<file path="src/rtl/adc_scan_collector.sv">
// ADC scan sequencer with first-word-fall-through result FIFO.
// Define ADC_CHANNEL_TAG_EN to tag each stored sample with its channel in out_data[15:12].
module adc_scan_collector #(
  parameter int FIFO_AW = 4
) (
  input  logic               clock,
  input  logic               reset_n,
  input  logic               enable,
  input  logic [3:0]         ch_first,
  input  logic [3:0]         ch_last,
  input  logic [15:0]        period,
  input  logic               clear,
  output logic               adc_start,
  output logic [3:0]         adc_channel,
  input  logic               adc_ready,
  input  logic [11:0]        adc_data,
  output logic               out_valid,
  input  logic               out_ready,
  output logic [15:0]        out_data,
  output logic [FIFO_AW:0]   level,
  output logic               overrun
);

`ifdef ADC_CHANNEL_TAG_EN
  localparam int DW = 16;
`else
  localparam int DW = 12;
`endif
  localparam int DEPTH = 2 ** FIFO_AW;
  localparam logic [FIFO_AW-1:0] PTR_ONE = 1;
  localparam logic [FIFO_AW:0]   LVL_ONE = 1;

  typedef enum logic [1:0] {IDLE, WAIT, CONV, STORE} state_t;

  state_t              state, state_nx;
  logic                armed;
  logic [15:0]         cnt;
  logic [15:0]         period_eff;
  logic                load_cnt;
  logic [11:0]         sample;
  logic [DW-1:0]       mem [DEPTH];
  logic [DW-1:0]       wr_word;
  logic [DW-1:0]       head;
  logic [FIFO_AW-1:0]  wr_ptr, rd_ptr;
  logic                full, push, pop;

  assign period_eff = (period < 16'd4) ? 16'd4 : period;
  assign adc_start  = (state == CONV);

  always_comb begin
    state_nx = state;
    load_cnt = 1'b0;
    unique case (state)
      IDLE: begin
        // armed delays the first start to the second edge after reset release
        if (enable && armed) begin
          state_nx = CONV;
          load_cnt = 1'b1;
        end
      end
      CONV:  if (adc_ready) state_nx = STORE;
      STORE: state_nx = WAIT;
      WAIT: begin
        if (!enable) begin
          state_nx = IDLE;
        end else if (cnt == '0) begin
          state_nx = CONV;
          load_cnt = 1'b1;
        end
      end
      default: state_nx = IDLE;
    endcase
  end

  always_ff @(posedge clock or negedge reset_n) begin
    if (!reset_n) begin
      state       <= IDLE;
      armed       <= 1'b0;
      cnt         <= '0;
      adc_channel <= '0;
      sample      <= '0;
    end else begin
      state <= state_nx;
      armed <= 1'b1;
      if (load_cnt)
        cnt <= period_eff - 16'd1;
      else if (cnt != '0)
        cnt <= cnt - 16'd1;
      if (state == IDLE && state_nx == CONV)
        adc_channel <= ch_first;
      else if (state == STORE)
        adc_channel <= (adc_channel >= ch_last || ch_first > ch_last) ? ch_first
                                                                       : adc_channel + 4'd1;
      if (state == CONV && adc_ready)
        sample <= adc_data;
    end
  end

  // When full, a same-cycle pop frees the slot the write lands in (wr_ptr == rd_ptr).
  assign full      = level[FIFO_AW];
  assign out_valid = (level != '0);
  assign pop       = out_valid && out_ready && !clear;
  assign push      = (state == STORE) && !clear && (!full || pop);

`ifdef ADC_CHANNEL_TAG_EN
  assign wr_word  = {adc_channel, sample};
  assign head     = mem[rd_ptr];
  assign out_data = out_valid ? head : '0;
`else
  assign wr_word  = sample;
  assign head     = mem[rd_ptr];
  assign out_data = out_valid ? {4'h0, head} : '0;
`endif

  always_ff @(posedge clock) begin
    if (push)
      mem[wr_ptr] <= wr_word;
  end

  always_ff @(posedge clock or negedge reset_n) begin
    if (!reset_n) begin
      wr_ptr  <= '0;
      rd_ptr  <= '0;
      level   <= '0;
      overrun <= 1'b0;
    end else if (clear) begin
      wr_ptr  <= '0;
      rd_ptr  <= '0;
      level   <= '0;
      overrun <= 1'b0;
    end else begin
      if (push) wr_ptr <= wr_ptr + PTR_ONE;
      if (pop)  rd_ptr <= rd_ptr + PTR_ONE;
      if (push && !pop)
        level <= level + LVL_ONE;
      else if (pop && !push)
        level <= level - LVL_ONE;
      if (state == STORE && full && !pop)
        overrun <= 1'b1;
    end
  end

endmodule

</file>
<file path="config.mk">
export PLATFORM = sky130hd
export DESIGN_NAME = adc_scan_collector
export DESIGN_NICKNAME = d
export VERILOG_FILES = /design/src/rtl/adc_scan_collector.sv
export SDC_FILE = /design/constraint.sdc
export NUM_CORES = 1
export LEC_CHECK = 0
export ABC_CLOCK_PERIOD_IN_PS = 4100
export CAP_MARGIN = 30
export CORE_ASPECT_RATIO = 1.1
export CORE_UTILIZATION = 40
export DETAILED_ROUTE_END_ITERATION = 12
export DONT_BUFFER_PORTS = 1
export RECOVER_POWER = 50
export SETUP_SLACK_MARGIN = 0.2
export SYNTH_ARGS = -nofsm -noshare
export SYNTH_HDL_FRONTEND = slang
export SYNTH_SLANG_ARGS = --single-unit
</file>
<file path="constraint.sdc">
create_clock -name clock -period 4.1 [get_ports clock]
set_input_delay 0.41 -clock clock [delete_from_list [all_inputs] [get_ports clock]]
set_output_delay 0.41 -clock clock [all_outputs]
set_load 0.1 [all_outputs]
</file>
[After elaboration in Yosys (flattened, before gate mapping)]
Memory sizes are Yosys's and may differ from the RTL's.
Index checks and enable logic that the tools add are counted.
Word-level totals
  bits in registers: 49
  bits in latches: 0
  RAM bits: 192
  bits in read-only memories: 0
  output and inout port bits: 28
  word-level logic and storage cells: 78
  memories: 1
Operators by class
  add/subtract/negate cells: 7
  $mul: 0
  divide/modulo/power cells: 0
  order comparisons: 3
  equality and inequality tests: 4
  shift-type cells: 0
  mux-type cells: 27
  bitwise gates (word level): 0
  reductions and logical operators: 27
Memory list
  mem: depth 16, width 12, rd ports 1, clocked after memory_dff 0, wr ports 1, RTL line 41  | logic [DW-1:0] mem [DEPTH];
Operator list (count)
  $mux 16: 3
  $sub 16x1->16 const B: 2
  $mux 4: 7
  $logic_not 16->1: 1
  $lt 16x3->1 const B: 1
  $reduce_bool 16->1: 1
  $mux 5: 3
  $add 4x1->4 const B: 3
  $mux 12: 1
  $logic_and 1x1->1: 11
  $reduce_bool 2->1: 5
  $mux 2: 4
  $pmux 2 s4: 1
  $mux 1: 7
  $eq 2x2->1 const B: 3
  $add 5x1->5 const B: 1
  $reduce_bool 5->1: 1
  $sub 5x1->5 const B: 1
  $ge 4x4->1: 1
  $gt 4x4->1: 1
  $logic_not 1->1: 4
  $reduce_bool 3->1: 1
  $eq 2x1->1 const B: 1
  $logic_not 2->1: 1
  other kinds (2): 3

[Longest topological paths before layout]
Gate-level depths: netlist (run 1).
  word-level depth: 10
  depth in mapped cells: 12

[Worst setup path after synthesis (run 1)]
Ideal clock, no wire load.
  path type: flip-flop to output port
  from: reg level[4]
  to: out out_data[10]
  data arrival time: 3.740 ns
  required time: 3.690 ns
  path slack: -0.050 ns
  stages on the path, launching flop included: 5
  cells stage by stage: dfrtp_1 > nor3_1 > and2_1 > clkbuf_1 > a211oi_1
On the way
  word-level cells in the longest chain between the ends: 2
Ends and longest elaborated chain
  from (decl): RTL line 20  | output logic [FIFO_AW:0] level,
  from (signal assigned): RTL line 135  | level <= level + LVL_ONE;
  from (signal assigned): RTL line 137  | level <= level - LVL_ONE;
  $reduce_bool 5->1: RTL line 101  | assign out_valid = (level != '0);
  $mux 12: RTL line 112  | assign out_data = out_valid ? {4'h0, head} : '0;
  to (decl): RTL line 19  | output logic [15:0] out_data,
No other way between the ends.

[Final worst setup path (run 1)]
  from: reg level[4]
  to: reg level[3]
On the way
  word-level cells in the longest chain between the ends: 8
  elaborated cells on any way between the ends: 13
  those cells by class: 2 x mux; 11 x reduce/logical
Ends and longest elaborated chain
  $reduce_bool 5->1: RTL line 101
  $logic_and 1x1->1 (2 in series): RTL line 102  | assign pop = out_valid && out_ready && !clear;
  $logic_or 1x1->1: RTL line 103  | assign push = (state == STORE) && !clear && (!full || pop);
  $logic_and 1x1->1: RTL line 103
  $logic_and 1x1->1 / $logic_not 1->1 (equally long branches): RTL line 134, 136
  $mux 5 / $logic_and 1x1->1 (equally long branches): RTL line 134, 136
  $mux 5 / $reduce_bool 3->1 (equally long branches)
Several ways; a longest one is shown, not always the timed one.
A chain may end at the register's enable or synchronous reset.

==> reports/metrics.cfg, run 1 <==
[status]
status=finished clean

[drt]
drt-total-wl_um=22600
detail_route.wl_per_cell_um=20.9
route.detailed.drc=0
vias_per_cell=5.51
num_vias=5971
drt_iter0_drc=333
drt-pass1-iter-count=7
final_antenna_net_count=0

[floorplanning]
ios=70
die_x_um=157
core_um2=25600
start_util=0.412
die-area_um2=27000
die_h_um=172
core.rowCount=61

[timing]
max_freq_mhz=284
max-slew-margin-rel=0.0901
timing.hold.ws_ns=0.0456
fin_crit_sh=0.858
drv_slew=0
fin_setup_tns_ns=0
rsz0062_at_grt=false
setup_viol=0
fin_skew_ns=0.0112
period_minus_slack_ns=3.52
hold_viol=0
worst_pin_slew_ns=1.36

[clocking]
cts_buffers=24
cts_buffer_depth=3
h-tree-depth=1
path_clk_slew_ns=0.06
cts_tree=done
root_buffer=clkbuf_16
cts.sinks=241
insertion_delay_ns=0.51

[placed_design]
portBuffers=0
place_hpwl_um=14600
gp_congestion=0.839

[critical_path]
crit_slowest_cell=clkbuf_1
worstPathArrival_ns=3.92
worstPathRequired_ns=4.50
path_max_fanout=9
path_class=flop to flop
crit_family=buffers and inverters
end_kind=flop
critPathLaunchType=flop
r2r_slack_ns=0.58
critical_path_buf_inv_count=2
path_cells=clkbuf_1 -> nor2b_1 -> nor3_1 -> buf_4 -> o21ai_0 -> ha_1 -> a21o_1 -> a21oi_1 -> xor2_1 -> nor2_1 -> mux2_2
slowest_delay_ns=1.01

[global_routing]
grt_max_degree=76
antenna_found_initial=0
grt-ovfl-total=0
grt_pass1_vias=6210
track_usage=0.171
grt_pass1_wl_um=34900

[finish]
area_delta_synth_final_pct=15.3
nNetsFinal=781
multi_input_area_um2=3480
fill_cells=2184
fin_util=0.475
diodes=0
drive_gt1_frac=0.192
seqCellArea_um2=7000

[synthesis]
synth-seq-cells=241
yosysSeqAreaShare=0.664
synth_largest_area_cell=edfxtp_1
synth_area_um2=10500
synth.distinct_cells=59
ys_async_sr_fraction=0.203
synth_most_common_cell=edfxtp_1
synth-edff-count=192
synth_cells=683
synth_top_cell_area_share=0.547
netlist_top_cells_count=edfxtp_1 (192), mux2i_1 (53), dfrtp_1 (49)
synth_flop_cell=edfxtp_1
yosys-top-cells-area=edfxtp_1 (55%), dfrtp_1 (12%), mux4_2 (5.1%)
synth_area_per_cell_um2=15.4
yosys_warnings=0

[power]
vdd_drop_max_mv=0.488
power_leakage_uw=0.00412
power_uw=8580
power_density_nw_per_um2=707

[hold_path]
hold_class=input pin to flop

[run]
cap_violations=0

-- kinds of logic after synthesis --
group	synth area share
and+or+nand+nor	0.0713
buffers and inverters	0.0229
AOI/OAI and AO/OA	0.0776
DFF	0.664
muxes	0.119
adders and majority gates	0.0233
other	0.000713
xor gates and xnor gates	0.0215
-- final timing paths --
kind | start | end | cells after the start
max | level[4] | level[3] | 11
min | adc_data[6] | sample[6] | 1
max reg2reg | level[4] | level[3] | 11
min reg2reg | armed | state[1] | 2
max in group asynchronous | reset_n | rd_ptr[0] | 2
min in group asynchronous | reset_n | cnt[13] | 2
-- per-stage QoR --
step | instance area (um^2) | instances | setup WS, ns
floorplan | 10500 | 686 | -0.0501
global placement | 11300 | 1035 | 1.06
detailed placement | 11300 | 1037 | 0.911
CTS | 12200 | 1084 | 0.833
global route | 12100 | 1084 | 0.425
finish | 12100 | 1084 | 0.581
-- state kept, by name, indices dropped and copies added (netlist names) --
| name | cells |
|---|---|
| overrun | 1 |
| armed | 1 |
| wr_ptr | 4 |
| level | 5 |
| adc_channel | 4 |
| rd_ptr | 4 |
| sample | 12 |
| state | 2 |
| mem | 192 |
| cnt | 16 |
-- worst reg2reg max path, cell delays in order (launching register included) --
cell	delay (ns)
dfrtp_1	0.37
clkbuf_1	1.01
nor2b_1	0.36
nor3_1	0.09
buf_4	0.17
o21ai_0	0.24
ha_1	0.36
a21o_1	0.18
a21oi_1	0.16
xor2_1	0.16
nor2_1	0.05
mux2_2	0.25
-- per-layer routing --
| metal | GRT usage | share of wire | vias up |
|---|---|---|---|
| met2 | 0.295 | 0.51 | 180 |
| li1 | - | - | 2731 |
| met5 | 0 | 0 | - |
| met3 | 0.0318 | 0.055 | 32 |
| met4 | 0.0537 | 0.020 | 0 |
| met1 | 0.219 | 0.41 | 3028 |
-- area by class of cell --
type / instances / share of cell area
multi-input cells: 392 / 0.287
flip-flops and latches: 241 / 0.576
clock buffers: 37 / 0.0586
repair buffers: 43 / 0.0314
clock inverters: 7 / 0.00546
well taps: 346 / 0.0357
inverters: 18 / 0.00557
-- cell usage in the layout (no fill, tap or decap), types with 4 or more instances in the layout --
| cell | n |
|---|---|
| conb_1 | 5 |
| a21oi_1 | 18 |
| nand2_1 | 35 |
| xnor2_1 | 15 |
| nor2_1 | 34 |
| clkbuf_1 | 13 |
| nand3_1 | 6 |
| or4_1 | 6 |
| ha_1 | 18 |
| mux4_2 | 24 |
| o22ai_1 | 19 |
| nor3_1 | 11 |
| dfrtp_1 | 48 |
| clkbuf_16 | 25 |
| edfxtp_1 | 192 |
| and2_1 | 9 |
| nor3_2 | 5 |
| o221ai_1 | 24 |
| o21ai_0 | 16 |
| clkbuf_8 | 4 |
| buf_4 | 32 |
| inv_1 | 18 |
| and3_1 | 5 |
| mux2_2 | 15 |
| mux2i_1 | 53 |
| a211oi_4 | 12 |
| xor2_1 | 9 |
-- what timing repair did --
action / 4_1_cts / 5_1_grt
gates resized for setup: 0 / 0
setup buffers: 0 / 0
hold buffers: 3 / 0
hold endpoints to repair: 59 / 0
-- where the power goes --
group / internal, uW / switching, uW
Sequential: 3160 / 458
Combinational: 926 / 1900
Clock: 1260 / 881
(Power assumes the default switching activity.)
==> run 2, diff against run 1 <==
--- a/config.mk
+++ b/config.mk
@@ -8,9 +8,11 @@
 export ABC_CLOCK_PERIOD_IN_PS = 4100
 export CAP_MARGIN = 30
 export CORE_ASPECT_RATIO = 1.1
-export CORE_UTILIZATION = 40
+export CORE_MARGIN = 3
+export CORE_UTILIZATION = 63
 export DETAILED_ROUTE_END_ITERATION = 12
 export DONT_BUFFER_PORTS = 1
+export PLACE_DENSITY = 0.79
 export RECOVER_POWER = 50
 export SETUP_SLACK_MARGIN = 0.2
 export SYNTH_ARGS = -nofsm -noshare
==> run 2 against run 1 <==
The flow now finishes with violations (capacitance limit, slew limit); total power grew 1.1%; non-clock buffer count shrank 1; core utilization grew 27 points; fmax shrank 2.7%.
==> reports/metrics.cfg, run 2 (same netlist as run 1, synthesis figures left out) <==
[status]
status=finished with violations
violations=capacitance limit, slew limit

[global_routing]
track_usage=0.260  ; +0.0889
grt_pass1_wl_um=36100  ; +3.4%
grt_pass1_vias=6496  ; +4.6%
grt-ovfl-total=0  ; unchanged
antenna_found_initial=0  ; unchanged
grt_max_degree=51  ; -33%

[critical_path]
path_class=flop to primary output
end_kind=primary output
worstPathArrival_ns=3.21  ; -0.71 ns
crit_family=compound AO/OA/AOI/OAI gates
critical_path_buf_inv_count=1  ; -1
worst-path-stages=5  ; -6
worstPathRequired_ns=3.69  ; -0.81 ns
slowest_delay_ns=0.67  ; -0.34 ns
crit_slowest_cell=dfrtp_1
path_max_fanout=24  ; +15
critPathLaunchType=flop
path_cells=nand2_1 -> o221ai_1 -> o22ai_1 -> a211oi_4 -> buf_4
r2r_cells=13  ; +2

[power]
power_leakage_uw=0.00409  ; -0.70%
power_uw=8670  ; +1.1%
power_density_nw_per_um2=727  ; +2.9%
vdd_drop_max_mv=0.716  ; +47%

[timing]
fin_setup_tns_ns=0  ; unchanged
period_minus_slack_ns=3.62  ; +0.0976 ns
drv_slew=50  ; +50
setup_viol=0  ; unchanged
fin_crit_sh=0.882  ; +0.0238
fin_skew_ns=0.00712  ; -0.00406 ns
max_freq_mhz=276  ; -2.7%
worst_pin_slew_ns=2.77  ; +1.41 ns
max-slew-margin-rel=-0.848  ; -0.938
rsz0062_at_grt=false
hold_viol=0  ; unchanged
setup_slack_ns=0.483  ; -0.0976 ns

[clocking]
cts.sinks=241  ; unchanged
h-tree-depth=1  ; unchanged
cts_buffers=23  ; -4.2%
path_clk_slew_ns=0.06  ; about the same
insertion_delay_ns=0.50  ; about the same
root_buffer=clkbuf_16
cts_buffer_depth=3  ; unchanged
cts_tree=done

[finish]
area_delta_synth_final_pct=13.2
diodes=0  ; unchanged
drive_gt1_frac=0.191  ; -0.00168
layout_commonest_cell=edfxtp_1
largest_register_ffs=192  ; unchanged
nNetsFinal=779  ; -0.26%
regMostFlops=mem
final_cell_mix=edfxtp_1 (192), mux2i_1 (53), dfrtp_1 (48), nand2_1 (35), nor2_1 (34)
top_regs=mem (192), cnt (16), sample (12)

[drt]
vias_per_cell=6.67  ; +21%
final_antenna_net_count=0  ; unchanged
drt_iter0_drc=616  ; +85%
detail_route.wl_per_cell_um=24.5  ; +17%
drt-total-wl_um=22900  ; +1.2%
drt-pass1-iter-count=5  ; -2
num_vias=6234  ; +4.4%
route.detailed.drc=0  ; unchanged

[placed_design]
pre_cts_ws_ns=0.905  ; -0.00625 ns
portBuffers=0  ; unchanged
place_hpwl_um=15200  ; +3.9%
gp_congestion=0.863  ; +2.8%

[floorplanning]
core.rowCount=48  ; -21%
die_h_um=142  ; -18%
ios=70  ; unchanged
die_x_um=129  ; -18%
core_um2=16000  ; -37%
die-area_um2=18300  ; -32%
start_util=0.657  ; +0.245

[run]
cap_violations=1  ; +1

[hold_path]
holdPathStages=1  ; unchanged
hold_class=input pin to flop

run 2: cell types whose count changed in the layout (fill, tap and decap cells not counted), sizes merged:
cell / previous run / this run
buf: 36 / 33
bufinv: 1 / 2
clkbuf: 42 / 38
clkinv: 6 / 5
clkinvlp: 0 / 2
dlygate4sd3: 2 / 3
run 2: worst paths after layout:
| check | from | end | slack [ns] |
|---|---|---|---|
| setup / recovery | rd_ptr[2] | out_data[7] | 0.48 |
| hold / removal | adc_data[5] | sample[5] | 0.06 |
| setup reg to reg | level[4] | level[3] | 0.89 |
| hold reg to reg | cnt[14] | cnt[14] | 0.61 |
| max in group asynchronous | reset_n | rd_ptr[0] | 0.80 |
| min in group asynchronous | reset_n | cnt[8] | 1.33 |
run 2: final cells by class:
cell class,count,area [um^2]
sequential,241,7000
fill,928,4120
multi-input combinational,392,3480
clock buffer,32,693
timing repair buffer,42,320
tap,200,250
clock inverter,9,108
inverter,18,67.6
run 2: power breakdown:
part           total [uW]  switching (uW)  internal (uW)
Sequential           3690             536           3160
Combinational        2800            1880            920
Clock                2170             858           1310
Total                8670            3280           5390
run 2: metal layers:
metal / routed length, um / vias to the layer above / global-route usage
li1: - / 2723 / -
met1: 8700 / 3122 / 0.348
met2: 11600 / 336 / 0.432
met3: 1850 / 53 / 0.0459
met4: 757 / 0 / 0.0973
met5: 0 / - / 0
run 2: what timing repair did:
item	4_1_cts	5_1_grt
hold endpoints to repair	58	0
setup buffers	0	0
resized for setup	0	0
hold buffers	4	0
run 2: metrics by stage:
step                      hold WS [ns]  std cells   util  area [um^2]
final                           0.0593        934  0.743        11900
after global routing            0.0487        934  0.743        11900
after CTS                       0.0450        934  0.746        12000
after detailed placement         0.116        889  0.692        11100
after global placement           0.116        887  0.691        11100
after floorplan                  0.114        686      -        10500
==> run 3, diff against run 2 <==
--- a/config.mk
+++ b/config.mk
@@ -5,7 +5,7 @@
 export SDC_FILE = /design/constraint.sdc
 export NUM_CORES = 1
 export LEC_CHECK = 0
-export ABC_CLOCK_PERIOD_IN_PS = 4100
+export ABC_CLOCK_PERIOD_IN_PS = 3500
 export CAP_MARGIN = 30
 export CORE_ASPECT_RATIO = 1.1
 export CORE_MARGIN = 3
==> constraint.sdc (replaced) <==
create_clock -name clock -period 3.5 [get_ports clock]
set_input_delay 0.35 -clock clock [delete_from_list [all_inputs] [get_ports clock]]
set_output_delay 0.35 -clock clock [all_outputs]
set_load 0.1 [all_outputs]
==> run 3 against run 2 <==
The flow now finishes without violations; worst hold slack got worse by 0.046 ns; clock power increased by 27%; via count increased by 0.82%; die area unchanged; flip-flop and latch count unchanged; core utilization increased by 2.5 points.
==> reports/metrics.cfg, run 3 (same netlist as run 1, synthesis figures left out) <==
[clocking]
insertion_delay_ns=0.51  ; about the same
h-tree-depth=1  ; unchanged
path_clk_slew_ns=0.06  ; about the same
cts.sinks=241  ; unchanged
cts_buffer_depth=3  ; unchanged
cts_tree=done
root_buffer=clkbuf_16
cts_buffers=24  ; +4.3%

[timing]
rsz0062_at_grt=false
setup_slack_ns=0.292  ; -0.191 ns
drv_slew=0  ; -100%
fin_crit_sh=0.917
fin_skew_ns=0.00856  ; +0.00144 ns
period_minus_slack_ns=3.21
max-slew-margin-rel=0.0730  ; +0.921
worst_pin_slew_ns=1.39  ; -1.38 ns
max_freq_mhz=312
hold_viol=0  ; unchanged
setup_viol=0  ; unchanged

[drt]
final_antenna_net_count=0  ; unchanged
num_vias=6285  ; +0.82%
detail_route.wl_per_cell_um=23.9  ; -2.3%
route.detailed.drc=0  ; unchanged
vias_per_cell=6.59  ; -1.2%
drt-pass1-iter-count=5  ; unchanged
drt_iter0_drc=630  ; +2.3%
drt-total-wl_um=22800  ; -0.35%

[finish]
drive_gt1_frac=0.206  ; +0.0151
largest_register_ffs=192  ; unchanged
area_delta_synth_final_pct=17.0
nNetsFinal=796  ; +2.2%
diodes=0  ; unchanged
design_area_um2=12300  ; +3.4%
top_regs=mem (192), cnt (16), sample (12)
layout_commonest_cell=edfxtp_1
final_cell_mix=edfxtp_1 (192), mux2i_1 (53), dfrtp_1 (43), nand2_1 (34), nor2_1 (34)
regMostFlops=mem

[critical_path]
slowest_delay_ns=0.71  ; +0.04 ns
path_class=flop to primary output
path_max_fanout=24  ; unchanged
r2r_slack_ns=0.40  ; -0.49 ns
worstPathArrival_ns=2.86  ; -0.35 ns
critPathLaunchType=flop
worstPathRequired_ns=3.15  ; -0.54 ns
end_kind=primary output
path_cells=nand2_2 -> o221ai_1 -> o22ai_1 -> a211oi_4 -> buf_12
crit_family=compound AO/OA/AOI/OAI gates
crit_slowest_cell=dfrtp_1
critical_path_buf_inv_count=1  ; unchanged

[floorplanning]
die-area_um2=18300  ; unchanged
core_um2=16000  ; unchanged
die_h_um=142  ; unchanged
ios=70  ; unchanged
core.rowCount=48  ; unchanged
start_util=0.657  ; unchanged
die_x_um=129  ; unchanged

[power]
power.share.clock=0.259  ; +0.008
power.switching_uw=3930  ; +20%
power_leakage_uw=0.00425  ; +3.9%
vdd_drop_max_mv=0.651  ; -9.0%
power_density_nw_per_um2=866  ; +19%
swShare=0.368  ; -0.0101
internal-power_uw=6750  ; +25%
pwr-share-comb=0.336  ; +0.012
sequentialPowerShare=0.405  ; -0.021

[hold_path]
hold_class=input pin to flop

[placed_design]
portBuffers=0  ; unchanged
place_hpwl_um=14600  ; -3.8%
gp_congestion=0.838  ; -2.9%
dpl_cell_area_um2=11300  ; +1.6%
pre_cts_ws_ns=0.386  ; -0.519 ns

[status]
status=finished clean

[global_routing]
antenna_found_initial=0  ; unchanged
grt_pass1_wl_um=35700  ; -1.1%
grt-ovfl-total=0  ; unchanged
grt_max_degree=50  ; -2.0%
grt_pass1_vias=6515  ; +0.29%
track_usage=0.255  ; -0.00545

[run]
cap_violations=0  ; -1

==> run 3: cell count changes in the layout (fill, tap and decap cells not counted), moves of 3 or more <==
cell | before | now
buf_12 | 1 | 13
clkbuf_1 | 10 | 13
dfrtp_1 | 48 | 43
dfrtp_2 | 0 | 5
dlygate4sd3_1 | 3 | 14
buf_4 | 30 | 21
==> run 3: power groups by stage <==
stage	combinational (uW)	sequential [uW]	clock, uW
final	3590	4320	2760
after CTS	3610	4310	2790
after global routing	3770	4380	2910
after detailed placement	3540	4360	0
after floorplan	2210	4430	0
after global placement	3460	4300	0
==> run 3: metal layers <==
layer / part of all wire / global-route usage / up-vias
met5: 0 / 0 / -
li1: - / - / 2771
met2: 0.51 / 0.422 / 273
met4: 0.027 / 0.0901 / 0
met1: 0.39 / 0.338 / 3191
met3: 0.069 / 0.0531 / 50
==> run 3: timing repair <==
action | CTS | global route
endpoints found under the hold margin | 70 | 1
endpoints found under the setup margin | 12 | 3
setup buffers | 0 | 2
cloned | 0 | 0
pin swaps | 0 | 1
resized for setup | 2 | 2
hold buffers | 14 | 1
==> run 3: final cells by class <==
cell class	count	area, um^2
Tap cell	200	250
Sequential cell	241	7000
Fill cell	873	3710
Clock inverter	9	145
Multi-Input combinational cell	392	3500
Timing Repair Buffer	58	631
Inverter	18	71.3
Clock buffer	35	724
==> run 3: per-stage QoR <==
stage | utilization | hold slack (ns) | TNS [ns] | power [uW] | std cells
floorplan | - | 0.0544 | -6.17 | 6640 | 686
detailed placement | 0.704 | 0.0561 | 0 | 7910 | 892
CTS | 0.768 | 0.00641 | 0 | 10700 | 950
global route | 0.768 | 0.0130 | 0 | 11100 | 953
finish | 0.768 | 0.0136 | 0 | 10700 | 953
global placement | 0.703 | 0.0562 | 0 | 7760 | 891
==> run 3: path summary, 6_finish.rpt <==
kind	from	endpoint	cells after the start
setup reg to reg	cnt[2]	cnt[12]	9
hold / removal	adc_ready	state[0]	2
max in group asynchronous	reset_n	rd_ptr[0]	2
hold reg to reg	armed	state[1]	2
min in group asynchronous	reset_n	cnt[3]	2
setup / recovery	rd_ptr[2]	out_data[7]	5
